**src/rtl/motion_seq.sv**
```systemverilog
// Control-cycle sequencer: two A2D conversions, then a fixed series of passes
// through an external ALU that produce the PI terms and the motor drive values.
module motion_seq (
  input  logic        clk,
  input  logic        rst_n,
  input  logic        go,
  input  logic        cnv_cmplt,
  input  logic [11:0] a2d_res,
  input  logic [15:0] dst,
  output logic        strt_cnv,
  output logic [2:0]  chnnl,
  output logic [2:0]  src0sel,
  output logic [2:0]  src1sel,
  output logic        multiply,
  output logic        sub,
  output logic        mult2,
  output logic        mult4,
  output logic        saturate,
  output logic [15:0] accum,
  output logic [15:0] pcomp,
  output logic [11:0] error,
  output logic [11:0] intgrl,
  output logic [11:0] icomp,
  output logic [11:0] iterm,
  output logic [13:0] pterm,
  output logic [11:0] lft,
  output logic [11:0] rht,
  output logic        done
);

  typedef enum logic [3:0] {
    IDLE, CNV_A, WAIT_A, CNV_B, WAIT_B, ERR, INTG, ICMP1, ICMP2,
    PCMP1, PCMP2, RHT1, RHT2, LFT1, LFT2
  } state_t;

  localparam logic [2:0] SRC1_ACCUM  = 3'd0;
  localparam logic [2:0] SRC1_ITERM  = 3'd1;
  localparam logic [2:0] SRC1_ERROR  = 3'd2;
  localparam logic [2:0] SRC1_FWD    = 3'd4;
  localparam logic [2:0] SRC0_A2D    = 3'd0;
  localparam logic [2:0] SRC0_INTGRL = 3'd1;
  localparam logic [2:0] SRC0_ICOMP  = 3'd2;
  localparam logic [2:0] SRC0_PCOMP  = 3'd3;
  localparam logic [2:0] SRC0_PTERM  = 3'd4;

  state_t      r_state, w_nxt;
  logic        r_strt_cnv, r_done;
  logic [2:0]  r_chnnl;
  logic [1:0]  r_int_dec;
  logic [15:0] r_accum, r_pcomp;
  logic [11:0] r_error, r_intgrl, r_icomp, r_lft, r_rht;

  logic        w_strt, w_done;
  logic [2:0]  w_chnnl;
  logic        w_ld_accum_a, w_ld_accum_dst, w_ld_err, w_ld_intg;
  logic        w_ld_icomp, w_ld_pcomp, w_ld_rht, w_ld_lft;

  assign iterm    = 12'h500;
  assign pterm    = 14'h3680;
  assign strt_cnv = r_strt_cnv;
  assign done     = r_done;
  assign chnnl    = r_chnnl;
  assign accum    = r_accum;
  assign pcomp    = r_pcomp;
  assign error    = r_error;
  assign intgrl   = r_intgrl;
  assign icomp    = r_icomp;
  assign lft      = r_lft;
  assign rht      = r_rht;

  // Multiplies take two cycles through the ALU, so ICMP/PCMP hold their
  // selects for both states and only capture dst on the second.
  always_comb begin
    w_nxt          = r_state;
    src0sel        = 3'd0;
    src1sel        = 3'd0;
    multiply       = 1'b0;
    sub            = 1'b0;
    mult2          = 1'b0;
    mult4          = 1'b0;
    saturate       = 1'b0;
    w_strt         = 1'b0;
    w_chnnl        = 3'd0;
    w_done         = 1'b0;
    w_ld_accum_a   = 1'b0;
    w_ld_accum_dst = 1'b0;
    w_ld_err       = 1'b0;
    w_ld_intg      = 1'b0;
    w_ld_icomp     = 1'b0;
    w_ld_pcomp     = 1'b0;
    w_ld_rht       = 1'b0;
    w_ld_lft       = 1'b0;
    case (r_state)
      IDLE: if (go) begin
        w_nxt   = CNV_A;
        w_strt  = 1'b1;
        w_chnnl = 3'd0;
      end
      CNV_A: w_nxt = WAIT_A;
      WAIT_A: if (cnv_cmplt) begin
        w_nxt        = CNV_B;
        w_ld_accum_a = 1'b1;
        w_strt       = 1'b1;
        w_chnnl      = 3'd1;
      end
      CNV_B: w_nxt = WAIT_B;
      WAIT_B: if (cnv_cmplt) w_nxt = ERR;
      ERR: begin
        src1sel = SRC1_ACCUM; src0sel = SRC0_A2D;
        sub = 1'b1; saturate = 1'b1; w_ld_err = 1'b1;
        w_nxt = INTG;
      end
      INTG: begin
        src1sel = SRC1_ERROR; src0sel = SRC0_INTGRL; saturate = 1'b1;
        w_ld_intg = (r_int_dec == 2'b11);
        w_nxt = ICMP1;
      end
      ICMP1, ICMP2: begin
        src1sel = SRC1_ITERM; src0sel = SRC0_INTGRL; multiply = 1'b1;
        w_ld_icomp = (r_state == ICMP2);
        w_nxt = (r_state == ICMP1) ? ICMP2 : PCMP1;
      end
      PCMP1, PCMP2: begin
        src1sel = SRC1_ERROR; src0sel = SRC0_PTERM; multiply = 1'b1;
        w_ld_pcomp = (r_state == PCMP2);
        w_nxt = (r_state == PCMP1) ? PCMP2 : RHT1;
      end
      RHT1: begin
        src1sel = SRC1_FWD; src0sel = SRC0_PCOMP; sub = 1'b1;
        w_ld_accum_dst = 1'b1; w_nxt = RHT2;
      end
      RHT2: begin
        src1sel = SRC1_ACCUM; src0sel = SRC0_ICOMP; sub = 1'b1; saturate = 1'b1;
        w_ld_rht = 1'b1; w_nxt = LFT1;
      end
      LFT1: begin
        src1sel = SRC1_FWD; src0sel = SRC0_PCOMP;
        w_ld_accum_dst = 1'b1; w_nxt = LFT2;
      end
      LFT2: begin
        src1sel = SRC1_ACCUM; src0sel = SRC0_ICOMP; saturate = 1'b1;
        w_ld_lft = 1'b1; w_done = 1'b1; w_nxt = IDLE;
      end
      default: w_nxt = IDLE;
    endcase
  end

  always_ff @(posedge clk) begin
    if (!rst_n) begin
      r_state    <= IDLE;
      r_strt_cnv <= 1'b0;
      r_done     <= 1'b0;
      r_chnnl    <= 3'd0;
      r_int_dec  <= 2'd0;
      r_accum    <= 16'd0;
      r_pcomp    <= 16'd0;
      r_error    <= 12'd0;
      r_intgrl   <= 12'd0;
      r_icomp    <= 12'd0;
      r_lft      <= 12'd0;
      r_rht      <= 12'd0;
    end else begin
      r_state    <= w_nxt;
      r_strt_cnv <= w_strt;
      r_done     <= w_done;
      if (w_strt)         r_chnnl   <= w_chnnl;
      if (w_done)         r_int_dec <= r_int_dec + 2'd1;
      if (w_ld_accum_a)   r_accum   <= {4'h0, a2d_res};
      else if (w_ld_accum_dst) r_accum <= dst;
      if (w_ld_err)       r_error   <= dst[11:0];
      if (w_ld_intg)      r_intgrl  <= dst[11:0];
      if (w_ld_icomp)     r_icomp   <= dst[11:0];
      if (w_ld_pcomp)     r_pcomp   <= dst;
      if (w_ld_rht)       r_rht     <= dst[11:0];
      if (w_ld_lft)       r_lft     <= dst[11:0];
    end
  end

endmodule

```
**config.mk**
```make
export PLATFORM = sky130hd
export DESIGN_NAME = motion_seq
export DESIGN_NICKNAME = d
export VERILOG_FILES = /design/src/rtl/motion_seq.sv
export SDC_FILE = /design/constraint.sdc
export NUM_CORES = 1
export LEC_CHECK = 0
export ABC_AREA = 0
export BUFFER_PORTS_ARGS = -buffer_cell sky130_fd_sc_hd__buf_2
export CORE_MARGIN = 5
export CORE_UTILIZATION = 40
export CTS_BUF_LIST = sky130_fd_sc_hd__clkbuf_4
export CTS_CLUSTER_DIAMETER = 40
export DETAILED_ROUTE_END_ITERATION = 8
export GPL_ROUTABILITY_DRIVEN = 0
export PLACE_DENSITY = 0.67
export SYNTH_ARGS = -nofsm -noshare
export SYNTH_HDL_FRONTEND = slang
export SYNTH_SLANG_ARGS = --single-unit
```
**constraint.sdc**
```tcl
create_clock -name clk -period 1.6 [get_ports clk]
set_input_delay 0.32 -clock clk [delete_from_list [all_inputs] [get_ports clk]]
set_output_delay 0.32 -clock clk [all_outputs]
set_load 0.01 [all_outputs]
```
==> impl_results.md, run 1 <==
- First-pass GRT wire length: 19.2 mm
- Met3 WL: 745 µm
- DRT met1 WL: 5.50 mm
- Die W: 115 µm
- Synth top area share: 45.4%
- Synthesized netlist cell count: 501
- I/O Pins: 166
- Final wirelength: 12.6 mm
- Fin Setup TNS: -2.01 ns
- Htree depth: 3
- Antenna-violating nets left: 0
- Cell Pwr Density: 753 nW/µm²
- Area growth from synthesis to layout: 22.5%
- DR pass1 iterations: 4
- FF+latch count, synth: 101
- Final hold vios: 0
- Clk buf depth: 2
- Unrepaired setup endpoints after global routing: true
- Final worst slack: -0.268 ns
- Synth Area per Inst: 8.88 µm²
- Dpl cells: 763
- Failing checks: setup timing
- Latest clock arrival within the worst-skew pair: 0.44 ns
- Layout cell share with drive strength beyond 1: 33.1%
- Worst R2R Path Depth: 6
- Initial antenna violation count: 1
- Die height: 115 µm
- Fin cells: 794
- Main synth FF type: dfxtp_1
- IO Port Bufs: 135
- CP Max Fanout: 5
- Largest net degree at the start of global routing: 54
- Achievable Freq: 535 MHz
- Drt first-iter violations: 177
- Core Rows: 38
- Crit end category: primary output
- Global route total overflow: 0
- Setup WS pre-CTS: 0.114 ns
- Post-Place Cell Area: 5130 µm²
- Total track usage: 18.8%
- Final setup violation count: 9
- Clk root buf: clkbuf_4
- Setup Skew: 0.00870 ns
- Vias in the first global route: 3,645
- Design Area, Final: 5450 µm²
- Final min period: 1.87 ns
- Maxcap violations: 0
- Sequential fraction of the synthesis area: 45.4%
- Post-synth top area cell: dfxtp_1
- Post-DP HPWL: 8.97 mm
- Ranking of synthesized cells by area: dfxtp_1 (45%), nand2_1 (13%), a21boi_0 (10%), buf_4 (6.4%), mux2i_1 (3.1%)
- CTS tree: done
- Post-Syn Area: 4450 µm²
- Pwr Total: 4.10 mW
- Synth cell count leaders: nand2_1 (157), dfxtp_1 (101), a21boi_0 (62)
- Arrival time worst endpoint: 1.55 ns
- Routed WL per cell: 15.9 µm
- Core area: 10,900 µm²
- Synth Area in Compound Gates: 17.6%
- Final Max Slew Viols: 0
- Highest layer used for signal routing: met4
- Synth cell types: 45
- Mux share of post-synthesis cell area: 3.15%
- Vias post-DR: 3,766
- R2R Setup Slk: 0.09 ns
- Dominant combinational cell family by area after synthesis: simple AND/OR/NAND/NOR gates
- Clock slew at reported path FFs: 0.14 ns
- Synth Area in XOR/XNOR: 1.01%
- Final core utilization: 50.1%
- Post-Synth Adder-Cell Area: 0.281%
- Min-delay worst type: in -> reg
- Via density: 4.74
- Peak supply drop: 347 µV
- Leak: 2.47 nW
- Met2 wire length: 6.23 mm
- Hold_buf cts: 0
- Clk sink count: 101
- DRC violations left: 0
- Critical setup path kind: reg -> out
- Simple-Gate Fraction of Synth Area: 22.0%
- Total CTS buffers: 9
- Worst setup SP type: flip-flop
- Reg-to-Reg Start: r_state[1]
- Critical Path Source: r_state[0]
- Synth async-reset ratio: 0%
- Post-synth EDFFs: 0
- Yosys warns: 0
- Die area: 13,300 µm²
- Most common cell in the synthesized netlist: nand2_1
- Nets: 682
- Outcome: complete, but fails checks
- Hold_ws: 0.111 ns
- Crit share post-route: 117%
- R2R Path End: accum[2]
- Critical Path Sink: src0sel[0]
- Required @ worst endpoint: 1.28 ns
- Initial Util: 40.9%
==> cells in the final DEF (no fill, tap or decap), types with 2 or more instances in the layout <==
cell type / n
a21boi_0: 62
a21boi_1: 14
a21oi_1: 12
a22oi_1: 10
and2_1: 4
and2b_2: 2
and3_4: 2
buf_2: 133
buf_4: 29
buf_6: 6
clkbuf_4: 11
clkinv_1: 3
conb_1: 30
dfxtp_1: 97
dfxtp_4: 3
inv_1: 2
mux2i_1: 14
nand2_1: 155
nand2_2: 3
nand2_4: 2
nand2b_1: 4
nand3_2: 4
nor2_1: 3
nor2_4: 4
nor2b_1: 14
nor2b_4: 2
o21ai_0: 3
o21ai_1: 2
==> flip-flops by register name, summed over array words and instances (netlist names), 4 cells and up <==
signal and flops:
accum 16, pcomp 16, error 12, icomp 12, intgrl 12, lft 12, rht 12, r_state 4
==> how the worst min path moves through the flow <==
stage | from | to | slack, ns | cells after the start
after floorplan | r_int_dec[1] | r_int_dec[1] | 0.45 | 2
after global placement | rht[10] | rht[10] | 0.44 | 2
after detailed placement | pcomp[8] | pcomp[8] | 0.45 | 2
after CTS | dst[15] | accum[15] | 0.08 | 3
after global routing | dst[15] | accum[15] | 0.08 | 3
final | dst[15] | accum[15] | 0.11 | 3
==> cell families after synthesis <==
logic type / after synthesis
other cells: 2
xor+xnor: 3
mux: 14
compound gates: 108
buf+inv: 65
flops: 101
simple gates: 207
fa+ha+maj: 1
==> worst max-delay path: stages, from the launching register on <==
cell and delay [ns]:
dfxtp_4 0.40, and2b_2 0.25, o32ai_1 0.27, buf_2 0.19
==> layout make-up <==
cell class                      count  area (µm²)
Antenna cell                        1        2.50
Timing Repair Buffer              170         986
Sequential cell                   101        2030
Fill cell                        1059        5440
Inverter                            4        30.0
Multi-Input combinational cell    363        2120
Tap cell                          140         175
Clock inverter                      4        16.3
Clock buffer                       11        82.6
==> per-layer routing <==
metal / vias up / global-route usage, %
li1: 1872 / -
met1: 1775 / 23.4
met2: 110 / 32.5
met3: 9 / 3.71
met4: 0 / 6.57
met5: - / 0
==> report_power, final <==
group	internal (mW)	switching, mW	total, mW	leakage (nW)
Combinational	0.175	0.264	0.440	1.59
Clock	0.331	0.781	1.11	0.0592
Sequential	2.54	0.0158	2.55	0.817
==> repair_timing <==
action                     CTS  global route
pin swaps                    6             9
setup endpoints to repair    9            13
resized for setup           29             6
setup buffers                9             6
Note: power is estimated with default switching activity, not from simulation.
==> run 2: changes to the inputs <==
--- a/config.mk
+++ b/config.mk
@@ -8,12 +8,12 @@
 export ABC_AREA = 0
 export BUFFER_PORTS_ARGS = -buffer_cell sky130_fd_sc_hd__buf_2
 export CORE_MARGIN = 5
-export CORE_UTILIZATION = 40
+export CORE_UTILIZATION = 50
 export CTS_BUF_LIST = sky130_fd_sc_hd__clkbuf_4
 export CTS_CLUSTER_DIAMETER = 40
 export DETAILED_ROUTE_END_ITERATION = 8
 export GPL_ROUTABILITY_DRIVEN = 0
-export PLACE_DENSITY = 0.67
+export PLACE_DENSITY = 0.81
 export SYNTH_ARGS = -nofsm -noshare
 export SYNTH_HDL_FRONTEND = slang
 export SYNTH_SLANG_ARGS = --single-unit
==> run 2 against run 1 <==
Net effect: the flow still finishes with violations (setup timing); clock power grew 37%; sequential power barely moved; sequential cell count stayed put; combinational power increased by 1%; sequential share of layout area shrank 0.94 points; critical path type unchanged; critical endpoint is now multiply; largest power group unchanged.
==> impl_results.md, run 2 (synthesis gave the netlist of run 1 again) <==
- Maxcap violations: 0
- Final min period: 1.87 ns
- Hold path depth: 3
- First-pass GRT wire length: 18.8 mm
- Final core utilization: 64.4%
- Worst Min Path Start: dst[12]
- R2R Setup Slk: 0 ns
- CP cell instances: buf_8 -> nor2_4 -> nand2_2 -> o21ai_2 -> nand2b_4 -> buf_6
- Leak: 2.50 nW
- Critical setup path kind: reg -> out
- Setup WS pre-CTS: 0.0870 ns
- Htree depth: 3
- Commonest non-fill, non-tap cell in the layout: nand2_1
- Core area: 8680 µm²
- Vias post-DR: 3,797
- Crit end category: primary output
- Total track usage: 21.2%
- Dpl cells: 728
- Vias in the first global route: 3,642
- Global route total overflow: 0
- Core Rows: 34
- Final worst slack: -0.272 ns
- Worst R2R Path Depth: 7
- Via density: 5.00
- Antenna fix cells: 0
- Worst setup SP type: flip-flop
- Pwr Total: 4.52 mW
- FILL cells: 704
- Multi-input logic area: 2180 µm²
- Final setup violation count: 10
- Post-DP HPWL: 8.56 mm
- Peak supply drop: 470 µV
- Routed WL per cell: 16.4 µm
- Design Area, Final: 5590 µm²
- Die area: 10,900 µm²
- Fin cells: 760
- Cell Pwr Density: 808 nW/µm²
- Required @ worst endpoint: 1.28 ns
- Crit share post-route: 117%
- DR pass1 iterations: 4
- Latest clock arrival within the worst-skew pair: 0.43 ns
- Critical Path Source: r_state[1]
- Nets: 680
- R2R Path End: accum[11]
- Min-delay worst type: in -> reg
- Clk sink count: 101
- CP Max Fanout: 6
- Initial antenna violation count: 0
- Failing checks: setup timing
- I/O Pins: 166
- Sequential Area: 2030 µm²
- Area growth from synthesis to layout: 25.7%
- Layout cell share with drive strength beyond 1: 34.7%
- Final wirelength: 12.4 mm
- Post-Place Cell Area: 5080 µm²
- Clk root buf: clkbuf_4
- IO Port Bufs: 135
- CP peak stage delay: 0.40 ns
- Achievable Freq: 534 MHz
- CTS tree: done
- Slowest stage cell on the critical path: dfxtp_4
- Die height: 104 µm
- Total CTS buffers: 9
- Hold Path Sink: accum[12]
- Initial Util: 51.3%
- Die W: 104 µm
- Reg-to-Reg Start: r_state[2]
- Setup Skew: 0.0171 ns
- Outcome: complete, but fails checks
- Final Max Slew Viols: 0
- CP Buf/Inv Count: 2
- Largest net degree at the start of global routing: 57
- Clock slew at reported path FFs: 0.15 ns
- Unrepaired setup endpoints after global routing: true
- Most frequent cells in the layout: nand2_1 (153), buf_2 (130), dfxtp_1 (97)
- Drt first-iter violations: 182
- Antenna-violating nets left: 0
- Crit path max-delay family: flip-flops
- Final hold vios: 0
- Clk buf depth: 2
- Arrival time worst endpoint: 1.55 ns
- DRC violations left: 0
run 2: cell types whose count changed in the layout (fill, tap and decap cells not counted), sizes merged:
| cell | delta |
|---|---|
| buf | -3 |
| bufinv | +2 |
| clkinv | -2 |
| clkbuf | +1 |
| clkinvlp | +1 |
| diode | -1 |
run 2: layout make-up:
| class | instances | share of cell area (%) |
|---|---|---|
| clock inverter | 5 | 1.52 |
| timing repair buffer | 168 | 18.6 |
| clock buffer | 11 | 1.48 |
| multi-input combinational | 363 | 39.0 |
| inverter | 4 | 0.582 |
| tap | 108 | 2.42 |
| sequential | 101 | 36.4 |
run 2: routing by layer:
metal | up-vias | routed length, µm | part of all wire, % | global-route usage [%]
met5 | - | 0 | 0 | 0
met4 | 0 | 410 | 3.3 | 10.5
met3 | 31 | 889 | 7.1 | 4.28
met2 | 158 | 6130 | 49 | 34.8
met1 | 1737 | 5010 | 40 | 26.5
li1 | 1871 | - | - | -
run 2: how the worst max path moves through the flow:
stage	end	cells after the start	slack, ns
floorplan	multiply	5	0.09
global placement	multiply	6	0.15
detailed placement	error[5]	5	0.09
CTS	multiply	5	-0.30
global route	sub	5	-0.38
finish	multiply	6	-0.27
run 2: repair_timing:
action / in CTS / in global routing
setup endpoints to repair: 9 / 26
gates cloned: 0 / 1
gates resized for setup: 28 / 35
hold buffers: 0 / 0
pin swaps: 4 / 11
buffers inserted: 4 / 11
run 2: worst reg2reg max path: cells and delay by family, from the launching register on:
family | cells | cell delay, ns
AND/OR/NAND/NOR | 2 | 0.52
flip-flops | 1 | 0.39
buffers and inverters | 3 | 0.39
AO/OA/AOI/OAI | 2 | 0.20
run 2: per-stage QoR:
step / hold WS (ns) / setup TNS [ns]
after floorplan: 0.447 / 0
after global placement: 0.440 / 0
after detailed placement: 0.447 / 0
after CTS: 0.0955 / -2.33
after global routing: 0.0874 / -3.03
final: 0.113 / -2.02
run 2: report_power, final:
group | internal, mW | switching (mW) | leakage [nW]
combinational | 0.178 | 0.267 | 1.60
clock | 0.676 | 0.843 | 0.0873
sequential | 2.54 | 0.0168 | 0.817
total | 3.39 | 1.13 | 2.50
